File: src/rtl/riscv_fetch_pkg.sv
// Shared types and constants for the RV32 instruction fetch stage.
package riscv_fetch_pkg;

  localparam int          INSTR_W          = 32;
  localparam logic [31:0] PC_STEP          = 32'd4;
  localparam logic [31:0] DEFAULT_RESET_PC = 32'h0000_0000;

  // Fetch sequencer states: RUN issues sequential fetches, DISCARD waits
  // out a request that was in flight when a redirect arrived.
  typedef enum logic {
    RUN     = 1'b0,
    DISCARD = 1'b1
  } fetch_state_e;

  // One prefetch buffer entry: address and the word fetched from it.
  typedef struct packed {
    logic [INSTR_W-1:0] pc;
    logic [INSTR_W-1:0] instr;
  } fetch_entry_t;

endpackage

File: src/rtl/prefetch_fifo.sv
// Synchronous prefetch FIFO holding {pc, instr} entries.
// Flush has priority over push/pop. A push into a full FIFO and a pop from
// an empty one are ignored. The head is read straight from storage, so a
// pushed entry becomes visible the cycle after the push (no bypass).
module prefetch_fifo
  import riscv_fetch_pkg::*;
#(
  parameter int DEPTH = 4
) (
  input  logic                   clk,
  input  logic                   rst_n,
  input  logic                   flush,
  input  logic                   push,
  input  fetch_entry_t           push_entry,
  input  logic                   pop,
  output fetch_entry_t           head_entry,
  output logic [$clog2(DEPTH):0] count
);

  localparam int AW = $clog2(DEPTH);
  localparam int CW = AW + 1;

  logic [AW-1:0] wr_ptr_reg;
  logic [AW-1:0] rd_ptr_reg;
  logic [CW-1:0] count_reg;
  fetch_entry_t  mem_reg [DEPTH];

  logic push_ok;
  logic pop_ok;

  assign push_ok = push && !flush && (count_reg != CW'(DEPTH));
  assign pop_ok  = pop  && !flush && (count_reg != '0);

  // Pointer and occupancy tracking; pointers wrap naturally (DEPTH is 2^n).
  always_ff @(posedge clk or negedge rst_n) begin
    if (!rst_n) begin
      wr_ptr_reg <= '0;
      rd_ptr_reg <= '0;
      count_reg  <= '0;
    end else if (flush) begin
      wr_ptr_reg <= '0;
      rd_ptr_reg <= '0;
      count_reg  <= '0;
    end else begin
      if (push_ok) wr_ptr_reg <= wr_ptr_reg + AW'(1);
      if (pop_ok)  rd_ptr_reg <= rd_ptr_reg + AW'(1);
      case ({push_ok, pop_ok})
        2'b10:   count_reg <= count_reg + CW'(1);
        2'b01:   count_reg <= count_reg - CW'(1);
        default: ;
      endcase
    end
  end

  // Entry storage; cleared on reset so the head reads as zero afterwards.
  always_ff @(posedge clk or negedge rst_n) begin
    if (!rst_n) begin
      for (int i = 0; i < DEPTH; i++) begin
        mem_reg[i] <= '0;
      end
    end else if (push_ok) begin
      mem_reg[wr_ptr_reg] <= push_entry;
    end
  end

  assign head_entry = mem_reg[rd_ptr_reg];
  assign count      = count_reg;

endmodule

File: src/rtl/instr_prefetch_fetch.sv
// Instruction fetch stage: sequential PC generation, req/ack memory
// handshake, prefetch buffering and redirect handling.
// Optional feature macro: PREFETCH_STATS_EN adds stall_cycles/flush_count.
module instr_prefetch_fetch
  import riscv_fetch_pkg::*;
#(
  parameter int          DEPTH    = 4,
  parameter logic [31:0] RESET_PC = DEFAULT_RESET_PC
) (
  input  logic                   CLK,
  input  logic                   RST,
  output logic                   mem_req,
  output logic [INSTR_W-1:0]     mem_addr,
  input  logic                   mem_ack,
  input  logic [INSTR_W-1:0]     mem_rdata,
  input  logic                   redirect,
  input  logic [INSTR_W-1:0]     redirect_pc,
  output logic                   inst_valid,
  output logic [INSTR_W-1:0]     inst_pc,
  output logic [INSTR_W-1:0]     inst_data,
  input  logic                   inst_ready,
  output logic [$clog2(DEPTH):0] fill_count
`ifdef PREFETCH_STATS_EN
  ,
  output logic [31:0]            stall_cycles,
  output logic [31:0]            flush_count
`endif
);

  localparam int CW = $clog2(DEPTH) + 1;

  fetch_state_e       state_reg;
  fetch_state_e       state_next;
  logic [INSTR_W-1:0] fetch_pc_reg;
  logic [INSTR_W-1:0] fetch_pc_next;
  logic [INSTR_W-1:0] pending_pc_reg;
  logic [INSTR_W-1:0] pending_pc_next;

  logic               req_int;
  logic               fifo_push;
  logic               fifo_pop;
  logic               fifo_full;
  logic [CW-1:0]      count;
  fetch_entry_t       push_entry;
  fetch_entry_t       head_entry;

  assign fifo_full = (count == CW'(DEPTH));

  // Next-state and request logic for the fetch sequencer.
  always_comb begin
    state_next      = state_reg;
    fetch_pc_next   = fetch_pc_reg;
    pending_pc_next = pending_pc_reg;
    req_int         = 1'b0;
    fifo_push       = 1'b0;
    case (state_reg)
      RUN: begin
        // A full buffer holds off the request even if the core pops this
        // cycle; fetching resumes the cycle after space appears.
        req_int = !fifo_full;
        if (redirect) begin
          if (req_int && !mem_ack) begin
            // Memory still owes us a word for the old address: wait it out.
            pending_pc_next = redirect_pc;
            state_next      = DISCARD;
          end else begin
            // Nothing outstanding (or the word just arrived): drop and jump.
            fetch_pc_next = redirect_pc;
          end
        end else if (req_int && mem_ack) begin
          fifo_push     = 1'b1;
          fetch_pc_next = fetch_pc_reg + PC_STEP;
        end
      end
      DISCARD: begin
        // Keep the old address on the bus until memory completes it.
        req_int = 1'b1;
        if (mem_ack) begin
          fetch_pc_next = redirect ? redirect_pc : pending_pc_reg;
          state_next    = RUN;
        end else if (redirect) begin
          pending_pc_next = redirect_pc;
        end
      end
      default: begin
        state_next = RUN;
      end
    endcase
  end

  // Sequencer state, fetch address and deferred redirect target.
  always_ff @(posedge CLK or negedge RST) begin
    if (!RST) begin
      state_reg      <= RUN;
      fetch_pc_reg   <= RESET_PC;
      pending_pc_reg <= '0;
    end else begin
      state_reg      <= state_next;
      fetch_pc_reg   <= fetch_pc_next;
      pending_pc_reg <= pending_pc_next;
    end
  end

  // Request is forced low while reset is held.
  assign mem_req  = req_int & RST;
  assign mem_addr = fetch_pc_reg;

  assign push_entry.pc    = fetch_pc_reg;
  assign push_entry.instr = mem_rdata;

  assign fifo_pop = inst_valid && inst_ready && !redirect;

  prefetch_fifo #(
    .DEPTH (DEPTH)
  ) u_fifo (
    .clk        (CLK),
    .rst_n      (RST),
    .flush      (redirect),
    .push       (fifo_push),
    .push_entry (push_entry),
    .pop        (fifo_pop),
    .head_entry (head_entry),
    .count      (count)
  );

  assign inst_valid = (count != '0);
  assign inst_pc    = head_entry.pc;
  assign inst_data  = head_entry.instr;
  assign fill_count = count;

`ifdef PREFETCH_STATS_EN
  logic [31:0] stall_cycles_reg;
  logic [31:0] flush_count_reg;

  // Wait-state and redirect counters; both wrap at 2^32.
  always_ff @(posedge CLK or negedge RST) begin
    if (!RST) begin
      stall_cycles_reg <= '0;
      flush_count_reg  <= '0;
    end else begin
      if (req_int && !mem_ack) stall_cycles_reg <= stall_cycles_reg + 32'd1;
      if (redirect)            flush_count_reg  <= flush_count_reg + 32'd1;
    end
  end

  assign stall_cycles = stall_cycles_reg;
  assign flush_count  = flush_count_reg;
`else
  // Statistics counters are not built in this configuration.
`endif

endmodule
File: config.mk
export PLATFORM = sky130hd
export DESIGN_NAME = instr_prefetch_fetch
export DESIGN_NICKNAME = d
export VERILOG_FILES = /design/src/rtl/riscv_fetch_pkg.sv /design/src/rtl/prefetch_fifo.sv /design/src/rtl/instr_prefetch_fetch.sv
export SDC_FILE = /design/constraint.sdc
export NUM_CORES = 1
export LEC_CHECK = 0
export ABC_CLOCK_PERIOD_IN_PS = 2450
export CAP_MARGIN = 0
export CORE_ASPECT_RATIO = 1.4
export CORE_MARGIN = 8
export CORE_UTILIZATION = 55
export CTS_BUF_LIST = sky130_fd_sc_hd__clkbuf_8
export CTS_CLUSTER_DIAMETER = 80
export CTS_CLUSTER_SIZE = 40
export DETAILED_ROUTE_END_ITERATION = 16
export GPL_TIMING_DRIVEN = 1
export PLACE_DENSITY = 0.85
export SKIP_LAST_GASP = 1
export SYNTH_ARGS = -nofsm -noshare
export SYNTH_HDL_FRONTEND = slang
export SYNTH_SLANG_ARGS = --single-unit
File: constraint.sdc
create_clock -name CLK -period 2.45 [get_ports CLK]
set_clock_uncertainty 0.15 [all_clocks]
set_input_delay 0.49 -clock CLK [delete_from_list [all_inputs] [get_ports CLK]]
set_output_delay 0.49 -clock CLK [all_outputs]
set_load 0.05 [all_outputs]
==> flow_metrics.tcl <==
set metrics [dict create \
    netlist_top_cells_area "sky130_fd_sc_hd__dfrtp_1 55%, sky130_fd_sc_hd__mux2_2 21%, sky130_fd_sc_hd__mux4_2 9.7%, sky130_fd_sc_hd__o21ai_0 1.9%, sky130_fd_sc_hd__buf_2 1.4%" \
    initial_core_util 0.5553 \
    post_synth_inst_count 1034 \
    timing.critical_path.required_ps 1810 \
    place.gp.congestion 0.8661 \
    synth_top_area_frac 0.5546 \
    wl_per_cell_um 22.52 \
    grt_max_degree 164 \
    htree_num_levels 1 \
    finalHoldViolations 0 \
    syn-cell-area_sq_mm 0.01480 \
    first_global_vias 10390 \
    ir_drop_uv 841.3 \
    finalNonFillerCells 1559 \
    width_of_the_die_um 154.6 \
    drive_above_1_share 0.4395 \
    arrival_ps 2160 \
    ys_seq_elements 328 \
    via_total_after_detailed_routing 9587 \
    synth_top_cells_by_count "328 x sky130_fd_sc_hd__dfrtp_1, 271 x sky130_fd_sc_hd__mux2_2, 64 x sky130_fd_sc_hd__mux4_2" \
    status "finished with violations" \
    route.detailed.vias_per_inst 6.149 \
    fp.dieArea_sq_mm 0.03249 \
    synthesis.nets 1109 \
    grt.overflow.total 0 \
    critPathLaunchType "flop" \
    track_usage 0.2154 \
    met2WireLength_mm 18.24 \
    fin_crit_sh 1.141 \
    setup_tns_ps -19830 \
    postLayoutSetupSlackWorst_ps -346.5 \
    period_needed_ps 2797 \
    flip_flop_count_of_the_largest_register_all_copies_and_words_added 256 \
    layout.nets 1298 \
    ant_nets 0 \
    post-place-cells 1517 \
    numCtsBuffers 14 \
    fillCellCount 1778 \
    final_max_tran_viols 0 \
    remaining_drc_errors 0 \
    final_core_utilization 0.6857 \
    cap_viol_max_count 0 \
    share_of_async_settable_or_async_resettable_flops_after_synthesis 1.000 \
    die_y_um 210.1 \
    power.leakage_uw 0.008182 \
    worst-slew-pin-transition_ps 854.4 \
    seq_area_frac_synth 0.5546 \
    grt_first_pass_wirelength_mm 56.22 \
    cts_root_buf "sky130_fd_sc_hd__clkbuf_8" \
    synth-edff-count 0 \
    finalWirelength_mm 35.10 \
    holdCritPathClass "primary input to asynchronous set/reset pin" \
    syn_avg_cell_area_sq_um 14.31 \
    n_antenna_cell 0 \
    iteration_count_of_the_initial_detailed_routing_pass 8 \
    p_per_area_mw_per_mm2 1313 \
    clkLatencyLatePin_ps 580 \
    achievable-frequency_mhz 357.6 \
    report.power.total_uw 23990 \
    clock-sinks 328 \
    grt_setup_unrepaired "yes" \
    number_of_antenna_violations_at_the_first_check_in_global_routing 0 \
    detailedRoute.firstIterationViolations 642 \
    dp_hpwl_mm 23.51 \
    number_of_buffers_inserted_by_port_buffering 169 \
    m1WireLength_mm 14.09 \
    rows 71 \
    synthDominantAreaCellType "sky130_fd_sc_hd__dfrtp_1" \
    maxSlewHeadroom 0.4304 \
    io_pins 170 \
    cts.clk_slew.worst_paths_ps 190 \
    synthMostInstantiatedCell "sky130_fd_sc_hd__dfrtp_1" \
    wl_met3_mm 1.976 \
    yosysWarningCount 0 \
    top_layer "met4" \
    critPathMaxFanout 8 \
    ys_dominant_reg_cell "sky130_fd_sc_hd__dfrtp_1" \
    finalSetupViolations 64 \
    synth.lib_cells_used.distinct 53 \
    cts_max_path_buffers 3 \
    area_delta_synth_final_pct 23.48 \
    failing_checks "setup timing" \
    path_class "flop to output pin" \
    cp-end-kind "output pin" \
    floorplan.core_area_sq_mm 0.02665 \
    cts_tree "done" \
]
report_power, final:
part	leakage [uW]	total, uW	switching (uW)	internal [uW]
clock	0.000166	2500	1800	700
combinational	0.00385	12800	6790	6060
sequential	0.00417	8640	1240	7400
total	0.00818	24000	9820	14200
layer usage:
layer	vias up	global-route usage
li1	4217	-
met5	-	0
met3	48	0.03464
met2	317	0.3748
met1	5005	0.2761
met4	0	0.05829
worst max-delay path, stage by stage (launching register included):
cell and delay (ps):
sky130_fd_sc_hd__dfrtp_4 550, sky130_fd_sc_hd__buf_4 150, sky130_fd_sc_hd__buf_12 140, sky130_fd_sc_hd__mux4_2 560
sky130_fd_sc_hd__buf_12 180
repair_timing:
action | 4_1_cts | 5_1_grt
endpoints found under the hold margin | 110 | 0
setup buffers | 5 | 6
hold buffers | 1 | 0
endpoints found under the setup margin | 87 | 68
gates cloned | 2 | 5
resized for setup | 44 | 36
kinds of logic (layout without fill, tap and decap cells):
kind of cell | Yosys count | count (layout) | synth area share
buffers and inverters | 86 | 283 | 0.02570
adder cells (fa/ha/maj) | 6 | 6 | 0.005580
XOR/XNOR | 4 | 4 | 0.002368
AO/OA/AOI/OAI | 133 | 133 | 0.05808
flip-flops | 328 | 328 | 0.5546
multiplexers | 342 | 342 | 0.3084
AND/OR/NAND/NOR | 135 | 135 | 0.04523
worst paths after layout:
check	start	to	slack, ps	cells after the start
setup / recovery	u_fifo.rd_ptr_reg[0]	inst_pc[14]	-350	4
hold / removal	RST	u_fifo.mem_reg[51]	120	2
setup reg to reg	mem_addr[18]	mem_addr[27]	130	5
hold reg to reg	u_fifo.mem_reg[125]	u_fifo.mem_reg[125]	360	2
max in group asynchronous	RST	u_fifo.mem_reg[69]	960	3
min in group CLK	redirect	u_fifo.count[1]	290	3
through the flow:
| step | worst slack [ps] | cell area [sq um] | hold slack (ps) |
|---|---|---|---|
| final | -346.5 | 18270 | 123.3 |
| after global routing | -406.7 | 18270 | 74.72 |
| after CTS | -396.6 | 18010 | 88.77 |
| after detailed placement | 86.48 | 17490 | 155.7 |
| after global placement | 81.18 | 17490 | 154.7 |
| after floorplan | 25.49 | 14810 | 44.41 |
placed cells by master, fill, tap and decap left out, types with 10 or more instances in the layout:
| master | instances |
|---|---|
| sky130_fd_sc_hd__dfrtp_1 | 322 |
| sky130_fd_sc_hd__mux2_2 | 271 |
| sky130_fd_sc_hd__clkdlybuf4s50_1 | 66 |
| sky130_fd_sc_hd__mux4_2 | 64 |
| sky130_fd_sc_hd__buf_4 | 58 |
| sky130_fd_sc_hd__o21ai_0 | 57 |
| sky130_fd_sc_hd__buf_12 | 51 |
| sky130_fd_sc_hd__nand2_1 | 44 |
| sky130_fd_sc_hd__buf_6 | 40 |
| sky130_fd_sc_hd__nor2_1 | 33 |
| sky130_fd_sc_hd__dlygate4sd2_1 | 20 |
| sky130_fd_sc_hd__clkbuf_8 | 15 |
| sky130_fd_sc_hd__a21oi_1 | 14 |
| sky130_fd_sc_hd__nand3_1 | 13 |
| sky130_fd_sc_hd__a222oi_1 | 10 |
final cells by class:
| class | instances | area [sq um] | share of cell area |
|---|---|---|---|
| Inverter | 9 | 33.78 | 0.001849 |
| Timing Repair Buffer | 250 | 3003 | 0.1643 |
| Clock buffer | 15 | 206.4 | 0.01130 |
| Tap cell | 328 | 410.4 | 0.02246 |
| Sequential cell | 328 | 8220 | 0.4498 |
| Clock inverter | 9 | 132.6 | 0.007258 |
| Multi-Input combinational cell | 620 | 6267 | 0.3430 |
(Power assumes the default switching activity.)
